### src/rtl/sersub_pkg.sv
// ---------------------------------------------------------------------------
// sersub_pkg
// Shared types and helpers for the serial subtractor slice.
//   sersub_state_t : controller states (IDLE, RUN, DONE)
//   cnt_width()    : step-counter width, $clog2(steps) with a floor of 1
// ---------------------------------------------------------------------------
package sersub_pkg;

  typedef enum logic [1:0] {
    IDLE = 2'd0,
    RUN  = 2'd1,
    DONE = 2'd2
  } sersub_state_t;

  // A single-step operation still needs a 1-bit counter to exist.
  function automatic int cnt_width(input int steps);
    return (steps > 1) ? $clog2(steps) : 1;
  endfunction

endpackage

### src/rtl/fs_cell.sv
// ---------------------------------------------------------------------------
// fs_cell
// Single-bit combinational full-subtract cell: computes x - y - bi.
//   x  : minuend bit
//   y  : subtrahend bit
//   bi : borrow in
//   d  : difference bit
//   bo : borrow out
// ---------------------------------------------------------------------------
module fs_cell (
  input  logic x,
  input  logic y,
  input  logic bi,
  output logic d,
  output logic bo
);

  assign d  = x ^ y ^ bi;
  assign bo = (~x & y) | (~(x ^ y) & bi);

endmodule

### src/rtl/serial_subtractor.sv
// ---------------------------------------------------------------------------
// serial_subtractor
// Multi-cycle WIDTH-bit subtractor computing a - b - bin, DIGIT bits per
// cycle, through a registered borrow chain. Valid/ready on both sides.
//
// Parameters:
//   WIDTH : operand/result width (>= 1)
//   DIGIT : bits processed per cycle (must divide WIDTH)
//
// Ports:
//   clk, rst_n          : clock, asynchronous active-low reset
//   in_valid / in_ready : operand handshake (in_ready = state is IDLE)
//   a, b, bin           : minuend, subtrahend, borrow into bit 0
//   out_valid/out_ready : result handshake
//   diff                : (a - b - bin) mod 2^WIDTH
//   borrow              : borrow out of the MSB
//   ovf                 : signed overflow (only with SERSUB_SIGNED_EN)
//
// Optional feature macro: SERSUB_SIGNED_EN adds the ovf port and its logic.
// ---------------------------------------------------------------------------
module serial_subtractor
  import sersub_pkg::*;
#(
  parameter int WIDTH = 8,
  parameter int DIGIT = 1
) (
  input  logic             clk,
  input  logic             rst_n,
  input  logic             in_valid,
  output logic             in_ready,
  input  logic [WIDTH-1:0] a,
  input  logic [WIDTH-1:0] b,
  input  logic             bin,
  output logic             out_valid,
  input  logic             out_ready,
  output logic [WIDTH-1:0] diff,
  output logic             borrow
`ifdef SERSUB_SIGNED_EN
  ,
  output logic             ovf
`endif
);

  localparam int STEPS = WIDTH / DIGIT;
  localparam int CW    = cnt_width(STEPS);

  sersub_state_t   state;
  logic [CW-1:0]   cnt;
  logic [WIDTH-1:0] a_sr;
  logic [WIDTH-1:0] b_sr;
  logic [WIDTH-1:0] diff_r;
  logic            brw;
  logic            out_valid_r;

  // Per-cycle ripple: chain[0] is the registered borrow, chain[DIGIT] the
  // borrow handed to the next step.
  logic [DIGIT:0]   chain;
  logic [DIGIT-1:0] dig;

  assign chain[0] = brw;

  for (genvar g = 0; g < DIGIT; g++) begin : g_cell
    fs_cell u_cell (
      .x  (a_sr[g]),
      .y  (b_sr[g]),
      .bi (chain[g]),
      .d  (dig[g]),
      .bo (chain[g+1])
    );
  end

  logic             last_step;
  logic [WIDTH-1:0] diff_next;

  assign last_step = (cnt == CW'(STEPS - 1));
  // New digit enters at the top so that after STEPS shifts the first digit
  // computed sits at bit 0. Written with shifts so WIDTH == DIGIT needs no
  // empty slice.
  assign diff_next = (diff_r >> DIGIT) | (WIDTH'(dig) << (WIDTH - DIGIT));

`ifdef SERSUB_SIGNED_EN
  logic ovf_r;
  logic ovf_next;
  // On the final step the top cell sees the operand MSBs; overflow is a sign
  // mismatch between the operands with the result sign differing from a's.
  assign ovf_next = (a_sr[DIGIT-1] != b_sr[DIGIT-1]) &&
                    (dig[DIGIT-1]  != a_sr[DIGIT-1]);
  assign ovf      = ovf_r;
`endif

  assign in_ready  = (state == IDLE);
  assign out_valid = out_valid_r;
  assign diff      = diff_r;
  assign borrow    = brw;

  // NOTE: all state is updated with non-blocking assignments so every
  // register samples pre-edge values regardless of statement order.
  always_ff @(posedge clk or negedge rst_n) begin
    if (!rst_n) begin
      state       <= IDLE;
      cnt         <= '0;
      a_sr        <= '0;
      b_sr        <= '0;
      diff_r      <= '0;
      brw         <= 1'b0;
      out_valid_r <= 1'b0;
`ifdef SERSUB_SIGNED_EN
      ovf_r       <= 1'b0;
`endif
    end else begin
      case (state)
        IDLE: begin
          if (in_valid) begin
            a_sr  <= a;
            b_sr  <= b;
            brw   <= bin;
            cnt   <= '0;
            state <= RUN;
          end
        end
        RUN: begin
          a_sr   <= a_sr >> DIGIT;
          b_sr   <= b_sr >> DIGIT;
          diff_r <= diff_next;
          brw    <= chain[DIGIT];
          cnt    <= cnt + CW'(1);
          if (last_step) begin
            state       <= DONE;
            out_valid_r <= 1'b1;
`ifdef SERSUB_SIGNED_EN
            ovf_r       <= ovf_next;
`endif
          end
        end
        DONE: begin
          if (out_ready) begin
            state       <= IDLE;
            out_valid_r <= 1'b0;
          end
        end
        default: state <= IDLE;
      endcase
    end
  end

endmodule

### config.mk
export PLATFORM = sky130hd
export DESIGN_NAME = serial_subtractor
export DESIGN_NICKNAME = d
export VERILOG_FILES = /design/src/rtl/sersub_pkg.sv /design/src/rtl/fs_cell.sv /design/src/rtl/serial_subtractor.sv
export SDC_FILE = /design/constraint.sdc
export NUM_CORES = 1
export LEC_CHECK = 0
export CORE_MARGIN = 2
export CORE_UTILIZATION = 49
export DETAILED_ROUTE_END_ITERATION = 7
export PLACE_DENSITY = 0.82
export SYNTH_ARGS = -nofsm -noshare
export SYNTH_HDL_FRONTEND = slang
export SYNTH_SLANG_ARGS = --single-unit
### constraint.sdc
create_clock -name clk -period 1.5 [get_ports clk]
set_clock_uncertainty 0.15 [all_clocks]
set_input_delay 0.3 -clock clk [delete_from_list [all_inputs] [get_ports clk]]
set_output_delay 0.3 -clock clk [all_outputs]
set_load 0.005 [all_outputs]
==> flow_summary_export.csv <==
group,metric,value,unit
clocking,clock_path_buffers,2,
floorplanning,die-area,0.00347,mm^2
critical_path,crit_path_start,"in_valid",
route,drt-total-wl,3.66,mm
logic_synthesis,syn_inst,148,
logic_synthesis,synth_top_area_share,52.6,%
critical_path,timing.rr.end,"a_sr[0]",
clocking,cts_tree,"built",
logic_synthesis,async_flop_share,100,%
run_status,status,"finished, violations left",
global_route,grt_max_degree,32,
sta,setup_violations,0,
critical_path,reg2reg_depth,5,
placed_design,place.gp.congestion,0.785,
run_status,violations,"design-rule violations",
clocking,h-tree-depth,2,
cells_and_area,drive_above_1_share,22.7,%
sta,setup_slack,0.00736,ns
floorplanning,die_h,58.9,um
cells_and_area,diodes,0,
critical_path,cp.required,1.57,ns
critical_path,worst_ep_arrival_time,1.56,ns
critical_path,crit_family,"buffers and inverters",
placed_design,portBuffers,31,
logic_synthesis,ys_ff_latch,31,
logic_synthesis,synthTopCellsByArea,"dfrtp_1, nand2_1, o22ai_1",
pwr,power_density,1910,mW/mm^2
floorplanning,rows,19,
route,postRouteAntennaNets,0,
placed_design,post-place-ws,-0.328,ns
cells_and_area,fin_util,72.5,%
critical_path,worstPathCellList,"clkdlybuf4s50_1 -> nand2b_2 -> o32ai_1 -> a221oi_2",
route,vias,1341,
placed_design,placed_cell_area,0.00183,mm^2
logic_synthesis,synth_most_common_cell,"dfrtp_1",
sta,fin_crit_sh,99.5,%
cells_and_area,fin_nets,221,
cells_and_area,fin_area,0.00203,mm^2
logic_synthesis,ys.flop_type,"dfrtp_1",
flow_run,max_cap_viol_count,0,
floorplanning,start_util,52.6,%
clocking,cts.sinks,31,
clocking,clkLatencyLatePin,0.34,ns
logic_synthesis,synth_enable_flop_cells,0,
route,drc,2,
logic_synthesis,syn_area,0.00148,mm^2
floorplanning,die_w,58.9,um
critical_path,reg2reg_from,"state[0]",
critical_path,crit_cells,4,
critical_path,slowest_stage,"clkdlybuf4s50_1",
route,wl_per_cell,16.0,um
critical_path,cpPeakStageDelay,0.57,ns
critical_path,path_buf_inv,1,
min_path,hp-class,"in2async",
placed_design,hpwl,2.44,mm
critical_path,critPathLaunchType,"primary input",
route,drtIter0Drc,47,
critical_path,path_max_fanout,15,
pwr,ir_drop,1.08,mV
floorplanning,coreArea,0.00281,mm^2
global_route,grt_pass1_vias,1307,
route,dr.pass1.iters,6,
critical_path,cp-endpoint,"borrow",
logic_synthesis,synth.yosys.warnings,0,
floorplanning,ios,32,
sta,hold_viol_final,0,
cells_and_area,syn_to_final_growth,37.8,%
clocking,clkSlewWorstSetupHoldPaths,0.10,ns
clocking,cts_root_buf,"clkbuf_4",
sta,slew_headroom,73.4,%
cells_and_area,nFillCells,207,
sta,drv_slew,0,
logic_synthesis,synthTopCellsByCount,"dfrtp_1, nand2_1, nor3_1, o22ai_1, nor2_1",
sta,tightest_slew,0.400,ns
global_route,grt_pass1_wl,5.89,mm
sta,rsz0062_at_grt,"yes",
critical_path,reg2reg_slack,0.03,ns
global_route,grtUsageTotal,23.2,%
route,vias_per_cell,5.86,
logic_synthesis,syn_nets,172,
logic_synthesis,ys_seq_area_share,52.6,%
global_route,overflow,0,
logic_synthesis,avgSynthCellArea,9.97,um^2
sta,max_freq,0.670,GHz
clocking,hold_buffers,0,
sta,finalWorstPathRequiredPeriod,1.49,ns
pwr,p_leak,0.931,nW
critical_path,endpoint_kind,"flop",
logic_synthesis,synthDistinctLibCells,24,
clocking,cts_buffers,5,
logic_synthesis,synth_largest_area_cell,"dfrtp_1",
critical_path,path_class,"in2reg",
global_route,antenna_found_initial,0,
==> registers in the layout, indices dropped and copies added (netlist names) <==
register,cells
out_valid,1
diff,8
cnt,3
state,2
borrow,1
a_sr,8
b_sr,8
==> worst register-to-register path: stages, from the launching register on <==
cell,delay [ns]
dfrtp_1,0.43
buf_4,0.16
or2_4,0.27
buf_12,0.14
o32ai_1,0.12
nor2_1,0.08
==> per-stage QoR <==
stage	hold slack [ns]	cells	setup TNS (ns)	total power [mW]
after floorplan	-0.146	148	0	2.53
after global placement	0.309	208	-2.80	3.01
after detailed placement	0.322	208	-4.53	3.14
after CTS	0.168	226	0	3.77
after global routing	0.170	229	-0.161	4.18
final	0.167	229	0	3.88
==> placed cells by master, fill, tap and decap left out, types with 5 or more instances in the layout <==
cell,n
dfrtp_1,31
nand2_1,28
clkdlybuf4s50_1,20
buf_4,18
o22ai_1,14
nor2_1,12
nor3_1,12
dlygate4sd2_1,9
o32ai_1,7
nor3_2,6
o21ai_0,6
clkbuf_4,5
==> layout make-up <==
| class | instances | area, um^2 | area share, % |
|---|---|---|---|
| Multi-Input combinational cell | 104 | 656 | 32.2 |
| Inverter | 3 | 13.8 | 0.677 |
| Sequential cell | 31 | 776 | 38.2 |
| Timing Repair Buffer | 52 | 480 | 23.6 |
| Tap cell | 31 | 38.8 | 1.91 |
| Clock buffer | 8 | 68.8 | 3.38 |
==> worst min path at each step <==
stage | start | endpoint | slack [ns] | cells past startpoint
finish | rst_n | cnt[2] | 0.17 | 2
global route | rst_n | out_valid | 0.17 | 2
CTS | rst_n | cnt[0] | 0.17 | 2
detailed placement | diff[0] | diff[0] | 0.32 | 2
global placement | diff[0] | diff[0] | 0.31 | 2
floorplan | rst_n | a_sr[0] | -0.15 | 0
==> routing by layer <==
layer | part of all wire [%] | vias to the layer above | track usage [%] | wire (um)
met5 | 0 | - | 0 | 0
met4 | 1.9 | 0 | 9.74 | 68
met1 | 41 | 652 | 27.4 | 1510
met3 | 6.9 | 7 | 8.13 | 253
met2 | 50 | 54 | 38.4 | 1830
li1 | - | 628 | - | -
==> cell families (layout without fill, tap and decap cells) <==
kind of cell / count (synthesis) / count (layout) / synth area share, %
and+or+nand+nor: 65 / 66 / 21.3
DFF: 31 / 31 / 52.6
buffers and inverters: 14 / 63 / 6.36
AOI/OAI and AO/OA: 35 / 35 / 16.7
adders and majority gates: 3 / 3 / 3.05
==> report_power, final <==
group	switching, mW	internal [mW]	leakage (nW)	total, mW
combinational	0.891	0.915	0.517	1.81
clock	0.286	0.276	0.0386	0.562
sequential	0.292	1.22	0.376	1.52
total	1.47	2.41	0.931	3.88
==> timing repair <==
item                       4_1_cts  5_1_grt
pin swaps                        1        2
setup endpoints to repair       12       18
gates resized for setup         15       10
cloned                           0        1
buffers inserted                10        2
Note: power is estimated with default switching activity, not from simulation.
